`src/rtl/lcd_result_display.sv`:
```
// rtl/lcd_result_display.sv - HD44780 16x2 renderer for the mini CPU's last instruction.
// Optional: define LCD_SIGNED_EN to show result as signed with a +/- column.
module lcd_result_display #(
  parameter int POWERUP_CYCLES = 1000000,
  parameter int CMD_CYCLES     = 2000,
  parameter int CLEAR_CYCLES   = 100000,
  parameter int EN_CYCLES      = 12
) (
  input  logic        clk,
  input  logic        reset_n,
  input  logic        power_on,
  input  logic        update,
  input  logic [3:0]  opcode,
  input  logic [3:0]  dest_addr,
  input  logic [15:0] result,
  output logic [7:0]  lcd_data,
  output logic        lcd_rs,
  output logic        lcd_rw,
  output logic        lcd_en,
  output logic        lcd_on,
  output logic        busy
);
  localparam int M1   = (POWERUP_CYCLES > CLEAR_CYCLES) ? POWERUP_CYCLES : CLEAR_CYCLES;
  localparam int M2   = (M1 > CMD_CYCLES) ? M1 : CMD_CYCLES;
  localparam int MAXC = (M2 > 32) ? M2 : 32;
  localparam int CW   = $clog2(MAXC + 1);
`ifdef LCD_SIGNED_EN
  localparam int CONV_LAST = 17;
`else
  localparam int CONV_LAST = 16;
`endif

  typedef enum logic [2:0] {S_OFF, S_PWR_WAIT, S_INIT, S_IDLE, S_CONVERT, S_WRITE} state_t;
  typedef enum logic [1:0] {P_SETUP, P_HIGH, P_WAIT} phase_t;

  state_t        state_q;
  phase_t        phase_q;
  logic [CW-1:0] cnt_q;
  logic [5:0]    idx_q;
  logic          pending_q;
  logic [3:0]    op_q, addr_q;
  logic [15:0]   bin_q;
  logic [19:0]   bcd_q;
  logic [7:0]    data_q;
  logic          rs_q, en_q, on_q, busy_q;
  logic [7:0]    sign_ch;
  logic [CW-1:0] wait_last;

`ifdef LCD_SIGNED_EN
  logic neg_q;
  assign sign_ch = neg_q ? 8'h2D : 8'h2B;
`else
  assign sign_ch = 8'h20;
`endif

  assign wait_last = (!rs_q && data_q == 8'h01) ? CW'(CLEAR_CYCLES - 1) : CW'(CMD_CYCLES - 1);

  function automatic logic [7:0] init_cmd(input logic [2:0] i);
    case (i)
      3'd0, 3'd1: return 8'h38;
      3'd2:       return 8'h0C;
      3'd3:       return 8'h06;
      default:    return 8'h01;
    endcase
  endfunction

  function automatic logic [31:0] mnem(input logic [3:0] op);
    case (op)
      4'd0:    return "LOAD";
      4'd1:    return "ADD ";
      4'd2:    return "ADDI";
      4'd3:    return "SUB ";
      4'd4:    return "SUBI";
      4'd5:    return "MUL ";
      4'd6:    return "CLR ";
      4'd7:    return "DISP";
      default: return "----";
    endcase
  endfunction

  // One shift-add-3 step: adjust every digit >= 5, then shift in the next binary bit.
  function automatic logic [19:0] dabble(input logic [19:0] b_in, input logic in_bit);
    logic [19:0] b;
    b = b_in;
    for (int k = 0; k < 5; k++)
      if (b[4*k +: 4] >= 4'd5) b[4*k +: 4] = b[4*k +: 4] + 4'd3;
    return {b[18:0], in_bit};
  endfunction

  // Byte index 0..33 of a redraw: 0x80, 16 line-1 chars, 0xC0, 16 line-2 chars.
  function automatic logic [8:0] frame_byte(input logic [5:0] i, input logic [3:0] op,
                                            input logic [3:0] addr, input logic [19:0] bcd,
                                            input logic [7:0] sgn);
    logic [31:0] m;
    logic [3:0]  col;
    logic [7:0]  ch;
    m   = mnem(op);
    ch  = 8'h20;
    if (i == 6'd0)  return 9'h080;
    if (i == 6'd17) return 9'h0C0;
    if (i <= 6'd16) begin
      col = 4'(i - 6'd1);
      if (col < 4'd4)        ch = m[8*(3 - int'(col)) +: 8];
      else if (col == 4'd12) ch = 8'h52;
      else if (col == 4'd13) ch = (addr >= 4'd10) ? 8'h31 : 8'h30;
      else if (col == 4'd14) ch = 8'h30 + {4'd0, (addr >= 4'd10) ? addr - 4'd10 : addr};
    end else begin
      col = 4'(i - 6'd18);
      if (col == 4'd10)      ch = sgn;
      else if (col >= 4'd11) ch = 8'h30 + {4'd0, bcd[4*(15 - int'(col)) +: 4]};
    end
    return {1'b1, ch};
  endfunction

  always_ff @(posedge clk) begin
    if (!reset_n) begin
      state_q <= S_OFF;   phase_q <= P_SETUP; cnt_q <= '0; idx_q <= '0;
      pending_q <= 1'b0;  op_q <= '0; addr_q <= '0; bin_q <= '0; bcd_q <= '0;
      data_q <= '0; rs_q <= 1'b0; en_q <= 1'b0; on_q <= 1'b0; busy_q <= 1'b0;
`ifdef LCD_SIGNED_EN
      neg_q <= 1'b0;
`endif
    end else if (!power_on) begin
      state_q <= S_OFF; phase_q <= P_SETUP; cnt_q <= '0; pending_q <= 1'b0;
      data_q <= '0; rs_q <= 1'b0; en_q <= 1'b0; on_q <= 1'b0; busy_q <= 1'b0;
    end else begin
      case (state_q)
        S_OFF: begin
          state_q <= S_PWR_WAIT; on_q <= 1'b1; busy_q <= 1'b1; cnt_q <= '0;
        end
        S_PWR_WAIT: begin
          if (cnt_q == CW'(POWERUP_CYCLES - 1)) begin
            state_q <= S_INIT; idx_q <= '0; data_q <= 8'h38; rs_q <= 1'b0;
            phase_q <= P_SETUP; cnt_q <= '0;
          end else cnt_q <= cnt_q + 1'b1;
        end
        S_INIT, S_WRITE: begin
          if (state_q == S_WRITE && update) pending_q <= 1'b1;
          case (phase_q)
            P_SETUP: if (cnt_q == CW'(EN_CYCLES - 1)) begin
                       cnt_q <= '0; phase_q <= P_HIGH; en_q <= 1'b1;
                     end else cnt_q <= cnt_q + 1'b1;
            P_HIGH:  if (cnt_q == CW'(EN_CYCLES - 1)) begin
                       cnt_q <= '0; phase_q <= P_WAIT; en_q <= 1'b0;
                     end else cnt_q <= cnt_q + 1'b1;
            default: if (cnt_q == wait_last) begin
                       cnt_q <= '0; phase_q <= P_SETUP;
                       if (state_q == S_INIT) begin
                         // The final clear blanks the panel, so force a first redraw.
                         if (idx_q == 6'd4) begin
                           state_q <= S_IDLE; busy_q <= 1'b0; pending_q <= 1'b1;
                         end else begin
                           idx_q <= idx_q + 6'd1; data_q <= init_cmd(3'(idx_q + 6'd1));
                         end
                       end else if (idx_q == 6'd33) begin
                         state_q <= S_IDLE; busy_q <= 1'b0;
                       end else begin
                         idx_q <= idx_q + 6'd1;
                         {rs_q, data_q} <= frame_byte(6'(idx_q + 6'd1), op_q, addr_q, bcd_q, sign_ch);
                       end
                     end else cnt_q <= cnt_q + 1'b1;
          endcase
        end
        S_IDLE: begin
          if (update || pending_q) begin
            state_q <= S_CONVERT; busy_q <= 1'b1; pending_q <= 1'b0; cnt_q <= '0;
            op_q <= opcode; addr_q <= dest_addr; bin_q <= result; bcd_q <= '0;
`ifdef LCD_SIGNED_EN
            neg_q <= result[15];
`endif
          end
        end
        S_CONVERT: begin
          if (update) pending_q <= 1'b1;
`ifdef LCD_SIGNED_EN
          if (cnt_q == '0) begin
            if (neg_q) bin_q <= -bin_q;
            cnt_q <= cnt_q + 1'b1;
          end else
`endif
          if (cnt_q == CW'(CONV_LAST)) begin
            state_q <= S_WRITE; idx_q <= '0; data_q <= 8'h80; rs_q <= 1'b0;
            phase_q <= P_SETUP; cnt_q <= '0;
          end else begin
            bcd_q <= dabble(bcd_q, bin_q[15]);
            bin_q <= {bin_q[14:0], 1'b0};
            cnt_q <= cnt_q + 1'b1;
          end
        end
        default: state_q <= S_OFF;
      endcase
    end
  end

  assign lcd_data = data_q;
  assign lcd_rs   = rs_q;
  assign lcd_rw   = 1'b0;
  assign lcd_en   = en_q;
  assign lcd_on   = on_q;
  assign busy     = busy_q;
endmodule
```
`config.mk`:
```
export PLATFORM = sky130hd
export DESIGN_NAME = lcd_result_display
export DESIGN_NICKNAME = d
export VERILOG_FILES = /design/src/rtl/lcd_result_display.sv
export SDC_FILE = /design/constraint.sdc
export NUM_CORES = 1
export LEC_CHECK = 0
export ABC_AREA = 1
export BUFFER_PORTS_ARGS = -buffer_cell sky130_fd_sc_hd__buf_4
export CAP_MARGIN = 20
export CELL_PAD_IN_SITES_DETAIL_PLACEMENT = 1
export CELL_PAD_IN_SITES_GLOBAL_PLACEMENT = 2
export CORE_ASPECT_RATIO = 0.8
export CORE_MARGIN = 10
export CORE_UTILIZATION = 37
export DETAILED_ROUTE_END_ITERATION = 6
export GPL_TIMING_DRIVEN = 0
export PLACE_DENSITY_LB_ADDON = 0.1
export SLEW_MARGIN = 15
export SYNTH_ARGS = -nofsm -noshare
export SYNTH_HDL_FRONTEND = slang
export SYNTH_SLANG_ARGS = --single-unit
```
`constraint.sdc`:
```
create_clock -name clk -period 6.2 [get_ports clk]
set_input_delay 1.24 -clock clk [delete_from_list [all_inputs] [get_ports clk]]
set_output_delay 1.24 -clock clk [all_outputs]
set_load 0.01 [all_outputs]
```
**Word-level counts from Yosys, hierarchy flattened**

Memory sizes are Yosys's and may differ from the RTL's. A register that Yosys moved wholly into a read port is not among the register bits.
Index checks and enable logic that the tools add are counted.

- Output and inout port bits: 13
- Bits in read-only memories: 168
- Input port bits: 28
- Flip-flop bits (word level): 88
- Logic and storage cells: 224
- Memories kept: 1

Memory list:

| name | depth | width | read ports | clocked after Yosys merged registers in | write ports | RTL line | RTL |
|---|---|---|---|---|---|---|---|
| (no name shown) | 8 | 21 | 1 | 1 | 0 | 68 | `case (op)` |

- Shifts and indexed selects: 2
- Reduce and logical (&&, ||, !) cells: 29
- Equal/unequal tests: 39
- Multiplexer cells: 116
- $add $sub $neg: 14
- $lt $le $gt $ge: 9

Operators with widths:

| operator | number |
|---|---|
| 32-bit 2-to-1 mux | 8 |
| 20-bit 2-to-1 mux | 7 |
| 20-bit one-hot mux with 5 select lines | 1 |
| 8-bit 2-to-1 mux | 9 |
| 6-bit 2-to-1 mux | 7 |
| 20-bit one-hot mux with 2 select lines | 1 |
| 1-bit 2-to-1 mux | 39 |
| 9-bit 2-to-1 mux | 4 |
| 6-bit one-hot mux with 3 select lines | 2 |
| 7-bit 2-to-1 mux | 5 |
| 3-bit 2-to-1 mux | 11 |
| 16-bit 2-to-1 mux | 2 |
| 16-bit one-hot mux with 2 select lines | 1 |
| 32-bit by 8-bit indexed part select with 8-bit output | 1 |
| 8-bit one-hot mux with 3 select lines | 1 |
| 2-bit != test (second input constant) | 11 |
| 7-bit AND reduction | 3 |
| 20-bit by 1-bit adder with 20-bit output (second input constant) | 1 |
| 20-bit by 17-bit == test with 1-bit output | 1 |
| 20-bit == test (second input constant) | 1 |
| 20-bit by 4-bit == test with 1-bit output (second input constant) | 1 |
| 20-bit by 5-bit == test with 1-bit output (second input constant) | 1 |
| 4-bit by 3-bit greater-or-equal comparator with 1-bit output (second input constant) | 5 |
| 4-bit 2-to-1 mux | 5 |
| 46 further kinds | 81 |

**Depth between registers and ports, before layout**

Gate-level depths: netlist of run 1.

- Depth in word-level cells: 25
- Mapped depth: 22
- Depth with buffers taken out: 20

**Worst setup path after synthesis of run 1**

No wires, ideal clock.

- Path type: register -> register
- Start: reg idx_q[0]
- End: reg data_q[1], in the netlist lcd_data[1]
- Cell stages (with the launch flop): 23
- Required time: 6.130 ns
- Setup slack: 3.038 ns
- Data arrival time: 3.092 ns
- Buffers on the path: 2
- Period minus slack after synthesis: 3.162 ns
- Setup time: 0.070 ns
- Path through: dfxtp_1 buf_2 inv_1 buf_2 ha_1 inv_1 ha_1 inv_1 a21oi_1 xor2_1 inv_1 ha_1 nor2_1 nand2_1 inv_1 nand2_1 nor2_1 nor2_1 nand2_1 nand3_1 nand2_1 nand3_1 a21oi_1

- Longest elaborated chain between the ends: 18
- Elaborated cells between the ends (all ways): 61
- Those cells by class: add/sub: 6; order compare: 3; eq/ne: 12; shift: 2; mux: 34; reduce/logical: 4

RTL lines:

| element | RTL line | RTL |
|---|---|---|
| start, declared | 39 | `logic [5:0] idx_q;` |
| start signal, assigned | 153 | `idx_q <= idx_q + 6'd1; data_q <= init_cmd(3'(idx_q + 6'd1));` |
| start signal, assigned | 158 | `idx_q <= idx_q + 6'd1;` |
| branches (longest 18 deep; another with 6-bit by 4-bit adder with 7-bit output) | -- |  |
| end signal, assigned | 153 |  |
| end signal, assigned | 159 | `{rs_q, data_q} <= frame_byte(6'(idx_q + 6'd1), op_q, addr_q, bcd_q, sign_ch);` |
| end, declared | 44 | `logic [7:0] data_q;` |

Parallel ways; which one is timed is not known. The select of a mux whose other input is x is not followed.
A chain may end at the register's enable or synchronous reset.

**Worst setup path after layout of run 1**

Ends and elaborated chain as after synthesis.

==> impl_metrics.env, run 1 <==
export IMPL_power_density_mw_per_mm2=262
export IMPL_dp_hpwl_um=16100
export IMPL_final_cell_mix="nand2_1 (229), inv_1 (125), dfxtp_1 (107)"
export IMPL_ys_seq_elements=107
export IMPL_yosysWarnings=0
export IMPL_core_area_mm2=0.0172
export IMPL_postRouteAntennaNets=0
export IMPL_cts_sinks=107
export IMPL_root_buffer="clkbuf_16"
export IMPL_hold_slack_ps=476
export IMPL_clk_latency_ps=360
export IMPL_routed_wl_um=20800
export IMPL_ctsHoldBuffers=0
export IMPL_grt_total_usage_pct=17.7
export IMPL_critPathTopFamily="buffers and inverters"
export IMPL_area_growth_syn_to_layout_pct=13.6
export IMPL_tightest_slew_ps=679
export IMPL_viasPerCell=5.09
export IMPL_arrival_ps=4150
export IMPL_finalHoldViolCount=0
export IMPL_clock_path_buffers=2
export IMPL_port_buffers=39
export IMPL_drv_slew=0
export IMPL_cp_common_cell="inv_1"
export IMPL_die_area_mm2=0.0232
export IMPL_drtIter0Drc=335
export IMPL_grt_pass1_wl_um=34100
export IMPL_rows=43
export IMPL_finalSetupViolCount=0
export IMPL_period_share_pct=62.4
export IMPL_num_vias=6450
export IMPL_dr_pass1_iters=5
export IMPL_maxCapViolations=0
export IMPL_path_cells="buf_2 -> inv_1 -> buf_2 -> ha_1 -> inv_1 -> ha_1 -> inv_1 -> a21oi_1 -> xor2_1 -> inv_1 -> ha_1 -> nor2_1 -> nand2_1 -> inv_1 -> nand2_1 -> nor2_1 -> nor2_1 -> nand2_1 -> nand3_1 -> nand2_1 -> nand3_1 -> a21oi_1"
export IMPL_yosysSeqAreaShare_pct=33.2
export IMPL_io_pins=41
export IMPL_antenna_found_initial=0
export IMPL_leakagePower_nw=3.24
export IMPL_critPathCaptureType="flip-flop"
export IMPL_layout_commonest_cell="nand2_1"
export IMPL_ys_dominant_reg_cell="dfxtp_1"
export IMPL_ir_drop_v=0.000137
export IMPL_worstSetupStartpointType="flip-flop"
export IMPL_place_ws_ps=2350
export IMPL_diodes=0
export IMPL_nFillCells=2280
export IMPL_hp_class="reg2reg"
export IMPL_syn_area_mm2=0.00646
export IMPL_synth_distinct_cells=46
export IMPL_critPathKind="reg2reg"
export IMPL_cts_buffers=9
export IMPL_outcome="completed"
export IMPL_cts_resized=0
export IMPL_grt_overflow_total=0
export IMPL_synth_net_count=1049
export IMPL_cts_tree="built"
export IMPL_start_util_pct=37.5
export IMPL_die_h_um=138
export IMPL_synth_edf_count=0
export IMPL_relSlewSlack_pct=54.7
export IMPL_fin_skew_ps=7.54
export IMPL_async_reset_ff_share_pct=0
export IMPL_gp_congestion=0.833
export IMPL_slowest_stage="ha_1"
export IMPL_wl_per_cell_um=16.4
export IMPL_drive_gt1_share_pct=9.98
export IMPL_cts_setup_buffers=0
export IMPL_required_ps=6490
export IMPL_path_buf_inv=7
export IMPL_clk_pin_slew_ps=70
export IMPL_cp_slowest_stage_delay_ps=430
export IMPL_drc_errors=0
export IMPL_rsz0062_at_grt="false"
export IMPL_synth_avg_cell_area_um2=6.53
export IMPL_finalSetupTns_ps=0
export IMPL_fmax_ghz=0.259
export IMPL_synth_cells=989
export IMPL_grt_max_degree=17
export IMPL_first_global_vias=6373
export IMPL_die_w_um=168
export IMPL_period_needed_ps=3870
export IMPL_worstPathMaxFanout=12
export IMPL_fin_ws_ps=2330
export IMPL_cts_htree_levels=3
export IMPL_num_nets_final=1099
==> synthesized netlist by cell type (3+ instances only) <==
cell type  instances  area share, %
a211oi_1           8           0.93
a21oi_1           79            6.1
a31oi_1           21            2.0
buf_2             15            1.2
clkbuf_1          14           0.81
dfxtp_1          107             33
ha_1              32            6.2
inv_1            125            7.3
inv_2             10           0.58
nand2_1          229             13
nand2_2            6           0.58
nand3_1           64            5.0
nand3b_1           3           0.35
nand4_1           13            1.3
nor2_1            95            5.5
nor2_2             3           0.29
nor2_4             3           0.52
nor3_1            26            2.0
nor3_2             3           0.46
nor3b_1            3           0.35
nor4_1             3           0.29
o211ai_1           3           0.35
o21ai_0           77            6.0
o21ai_1           13            1.0
xor2_1            10            1.4
==> through the flow <==
| step | std cells | power [mW] | utilization (%) | cell area (um^2) |
|---|---|---|---|---|
| 2_1_floorplan | 989 | 1.15 | - | 6460 |
| 3_3_place_gp | 1253 | 1.30 | 40.9 | 7040 |
| 3_5_place_dp | 1253 | 1.31 | 40.9 | 7040 |
| 4_1_cts | 1267 | 1.94 | 42.6 | 7340 |
| 5_1_grt | 1267 | 2.04 | 42.6 | 7340 |
| 6_report | 1267 | 1.92 | 42.6 | 7340 |
==> worst paths after layout <==
path	startpoint	end	slack, ps	cells past startpoint
min	bin_q[0]$_SDFFE_PN0P_	bin_q[0]$_SDFFE_PN0P_	480	2
max	idx_q[0]$_SDFFE_PN0P_	lcd_data[1]$_SDFFE_PN0P_	2330	22
max reg2reg	idx_q[0]$_SDFFE_PN0P_	lcd_data[1]$_SDFFE_PN0P_	2330	22
min reg2reg	bin_q[0]$_SDFFE_PN0P_	bin_q[0]$_SDFFE_PN0P_	480	2
==> report_power, final <==
part	total [mW]	switching (mW)	leakage, nW	internal [mW]
combinational	0.473	0.313	2.23	0.160
clock	0.623	0.274	0.143	0.349
sequential	0.829	0.0624	0.865	0.766
==> kinds of logic (layout without fill, tap and decap cells) <==
group / Yosys count / after routing / synth area share [%]
buffers and inverters: 168 / 221 / 10.2
and+or+nand+nor: 457 / 457 / 30.9
other: 1 / 1 / 0.0580
adders and majority gates: 32 / 32 / 6.20
xor gates and xnor gates: 11 / 11 / 1.49
DFF: 107 / 107 / 33.2
AOI/OAI and AO/OA: 213 / 213 / 18.0
==> per-layer routing <==
layer,track usage (%),vias up,wire [um]
li1,-,3319,-
met1,27.8,3006,11700
met5,0,-,0
met4,4.21,0,226
met3,2.97,15,810
met2,23.9,110,8030
==> worst reg2reg max path, stage by stage, from the launching register on <==
cell     delay, ps
dfxtp_1        410
buf_2          260
inv_1          170
buf_2          240
ha_1           430
inv_1          240
ha_1           220
inv_1           60
a21oi_1        140
xor2_1         200
inv_1           70
ha_1           350
nor2_1         200
nand2_1         90
inv_1           80
nand2_1         50
nor2_1         120
nor2_1          70
nand2_1         60
nand3_1         70
nand2_1         70
nand3_1         70
a21oi_1        110
==> area by class of cell <==
type | count | area [um^2] | share of cell area [%]
inverters | 136 | 512 | 6.97
clock inverters | 5 | 80.1 | 1.09
clock buffers | 9 | 225 | 3.07
flip-flops and latches | 107 | 2140 | 29.2
well taps | 225 | 282 | 3.84
multi-input cells | 714 | 3660 | 49.9
plain buffers | 32 | 146 | 1.99
repair buffers | 39 | 293 | 3.99
No activity file was read; power rests on OpenSTA's default activity.
==> run 2: changes to the inputs <==
CORE_UTILIZATION = 34   (was 37)
clock period = 4.05 ns   (was 6.2 ns; I/O delays follow)
==> run 2 against run 1 <==
Effect of this change:
- cell count increased by 2.8%
- worst setup slack got worse by 1900 ps
- sequential power increased by 53%
- utilization decreased by 3.2 points
- via count decreased by 1.5%
- sequential share of layout area decreased by 0.27 points
- largest cell class unchanged
- clock skew increased by 2.8 ps
- global-route usage decreased by 0.96 points
==> impl_metrics.env, run 2 (synthesis results as in run 1) <==
export IMPL_outcome="completed"
export IMPL_postRouteAntennaNets=0
export IMPL_grt_total_usage_pct=16.7
export IMPL_die_area_mm2=0.0250
export IMPL_root_buffer="clkbuf_16"
export IMPL_crit_start="idx_q[0]$_SDFFE_PN0P_"
export IMPL_viasPerCell=4.88
export IMPL_grt_max_degree=19
export IMPL_cts_buffers=9
export IMPL_clock_power_share_pct=33.3
export IMPL_finalSetupViolCount=0
export IMPL_drc_errors=0
export IMPL_diodes=0
export IMPL_intPower_mw=1.96
export IMPL_worstHoldStart="addr_q[0]$_SDFFE_PN0P_"
export IMPL_r2r_cells=21
export IMPL_fin_skew_ps=10.3
export IMPL_fin_util_pct=39.4
export IMPL_final_cell_mix="nand2_1 (229), inv_1 (124), dfxtp_1 (107)"
export IMPL_cts_setup_buffers=0
export IMPL_whs_path_depth=2
export IMPL_fin_ws_ps=419
export IMPL_clk_pin_slew_ps=80
export IMPL_arrival_ps=3920
export IMPL_io_pins=41
export IMPL_grtUsageMet1_pct=26.8
export IMPL_r2r_end="lcd_data[1]$_SDFFE_PN0P_"
export IMPL_grt_pass1_wl_um=34000
export IMPL_hold_path_end="addr_q[0]$_SDFFE_PN0P_"
export IMPL_dp_hpwl_um=16200
export IMPL_num_vias=6353
export IMPL_required_ps=4340
export IMPL_clk_latency_ps=360
export IMPL_worstPathMaxFanout=12
export IMPL_ir_drop_v=0.000223
export IMPL_port_buffers=39
export IMPL_die_w_um=174
export IMPL_antenna_found_initial=0
export IMPL_rsz0062_at_grt="false"
export IMPL_clock_path_buffers=2
export IMPL_tightest_slew_ps=712
export IMPL_finalHoldViolCount=0
export IMPL_met2_usage_pct=22.3
export IMPL_first_global_vias=6292
export IMPL_layout_commonest_cell="nand2_1"
export IMPL_start_util_pct=34.4
export IMPL_drive_gt1_share_pct=10.4
export IMPL_num_nets_final=1099
export IMPL_cts_tree="built"
export IMPL_reg2reg_from="idx_q[0]$_SDFFE_PN0P_"
export IMPL_gr_max_usage_layer="met1"
export IMPL_dr_pass1_iters=4
export IMPL_place_ws_ps=136
export IMPL_routed_wl_um=20600
export IMPL_maxCapViolations=0
export IMPL_cts_sinks=107
export IMPL_drv_slew=0
export IMPL_critPathKind="reg2reg"
export IMPL_power_frac_seq_pct=42.7
export IMPL_fmax_ghz=0.275
export IMPL_use_met3_pct=2.78
export IMPL_gp_congestion=0.837
export IMPL_worstSetupStartpointType="flip-flop"
export IMPL_finalSetupTns_ps=0
export IMPL_grt_overflow_total=0
export IMPL_sw_frac_of_total_pct=33.9
export IMPL_period_share_pct=89.7
export IMPL_p_comb_share_pct=24.0
export IMPL_area_growth_syn_to_layout_pct=14.7
export IMPL_die_h_um=143
export IMPL_critPathCaptureType="flip-flop"
export IMPL_cts_htree_levels=3
export IMPL_leakagePower_nw=3.25
export IMPL_drtIter0Drc=384
export IMPL_relSlewSlack_pct=52.5
export IMPL_power_density_mw_per_mm2=401
export IMPL_nFillCells=2511
export IMPL_p_switching_mw=1.01
export IMPL_hp_class="reg2reg"
export IMPL_core_area_mm2=0.0188
export IMPL_period_needed_ps=3630
export IMPL_rrSetupSlack_ps=420
export IMPL_wl_per_cell_um=15.8
export IMPL_rows=45
[run 2: changes by cell type in the layout (fill, tap and decap cells not counted)]
cell and change:
buf_2 -2, clkbuf_4 +1, inv_6 +2, ha_1 -1, inv_1 -1, ha_2 +1, inv_2 +1, nor2_2 +1
buf_4 +1, nor2_1 -1
[run 2: how the worst max path moves through the flow]
stage                                    end  slack (ps)
floorplan           lcd_data[1]$_SDFFE_PN0P_         890
global placement    lcd_data[1]$_SDFFE_PN0P_         160
detailed placement  lcd_data[1]$_SDFFE_PN0P_         140
CTS                 lcd_data[1]$_SDFFE_PN0P_         110
global route        lcd_data[1]$_SDFFE_PN0P_           8
finish              lcd_data[1]$_SDFFE_PN0P_         420
[run 2: metal layers]
layer | wire length, um | up-vias
met5 | 0 | -
met4 | 163 | 0
met3 | 819 | 9
met2 | 7730 | 82
met1 | 11900 | 2928
li1 | - | 3334
[run 2: final cells by class]
cell class | count | area, um^2 | share of cell area (%)
Buffer | 32 | 151 | 2.04
Clock buffer | 9 | 225 | 3.04
Clock inverter | 7 | 97.6 | 1.32
Inverter | 136 | 512 | 6.91
Multi-Input combinational cell | 714 | 3670 | 49.5
Sequential cell | 107 | 2140 | 28.9
Tap cell | 258 | 323 | 4.36
Timing Repair Buffer | 39 | 293 | 3.95
[run 2: metrics by stage]
stage | area, um^2 | hold slack, ps | total power, mW | instances
CTS | 7400 | 484 | 3.01 | 1302
detailed placement | 7080 | 471 | 2.01 | 1286
global placement | 7080 | 466 | 2.00 | 1286
finish | 7410 | 474 | 2.97 | 1302
global route | 7410 | 515 | 3.16 | 1302
floorplan | 6460 | 425 | 1.76 | 989
[run 2: repair_timing]
item,4_1_cts,5_1_grt
hold buffers,0,0
resized for setup,0,6
endpoints found under the setup margin,0,6
[run 2: power groups by stage]
stage / combinational [mW] / sequential, mW / clock [mW]
after floorplan: 0.482 / 1.28 / 0
after global placement: 0.708 / 1.29 / 0
after detailed placement: 0.715 / 1.29 / 0
after CTS: 0.719 / 1.27 / 1.02
after global routing: 0.817 / 1.29 / 1.06
final: 0.713 / 1.27 / 0.988
[run 2: worst max-delay path, cell delays in order (launching register included)]
cell	delay, ps
dfxtp_1	420
buf_4	220
inv_1	150
clkbuf_4	240
ha_2	430
inv_2	110
ha_1	210
a21oi_1	190
xor2_1	200
inv_1	70
ha_1	370
nor2_2	170
nand2_1	90
inv_1	70
nand2_1	50
nor2_1	90
nor2_1	60
nand2_1	60
nand3_1	70
nand2_1	70
nand3_1	90
a21oi_1	130
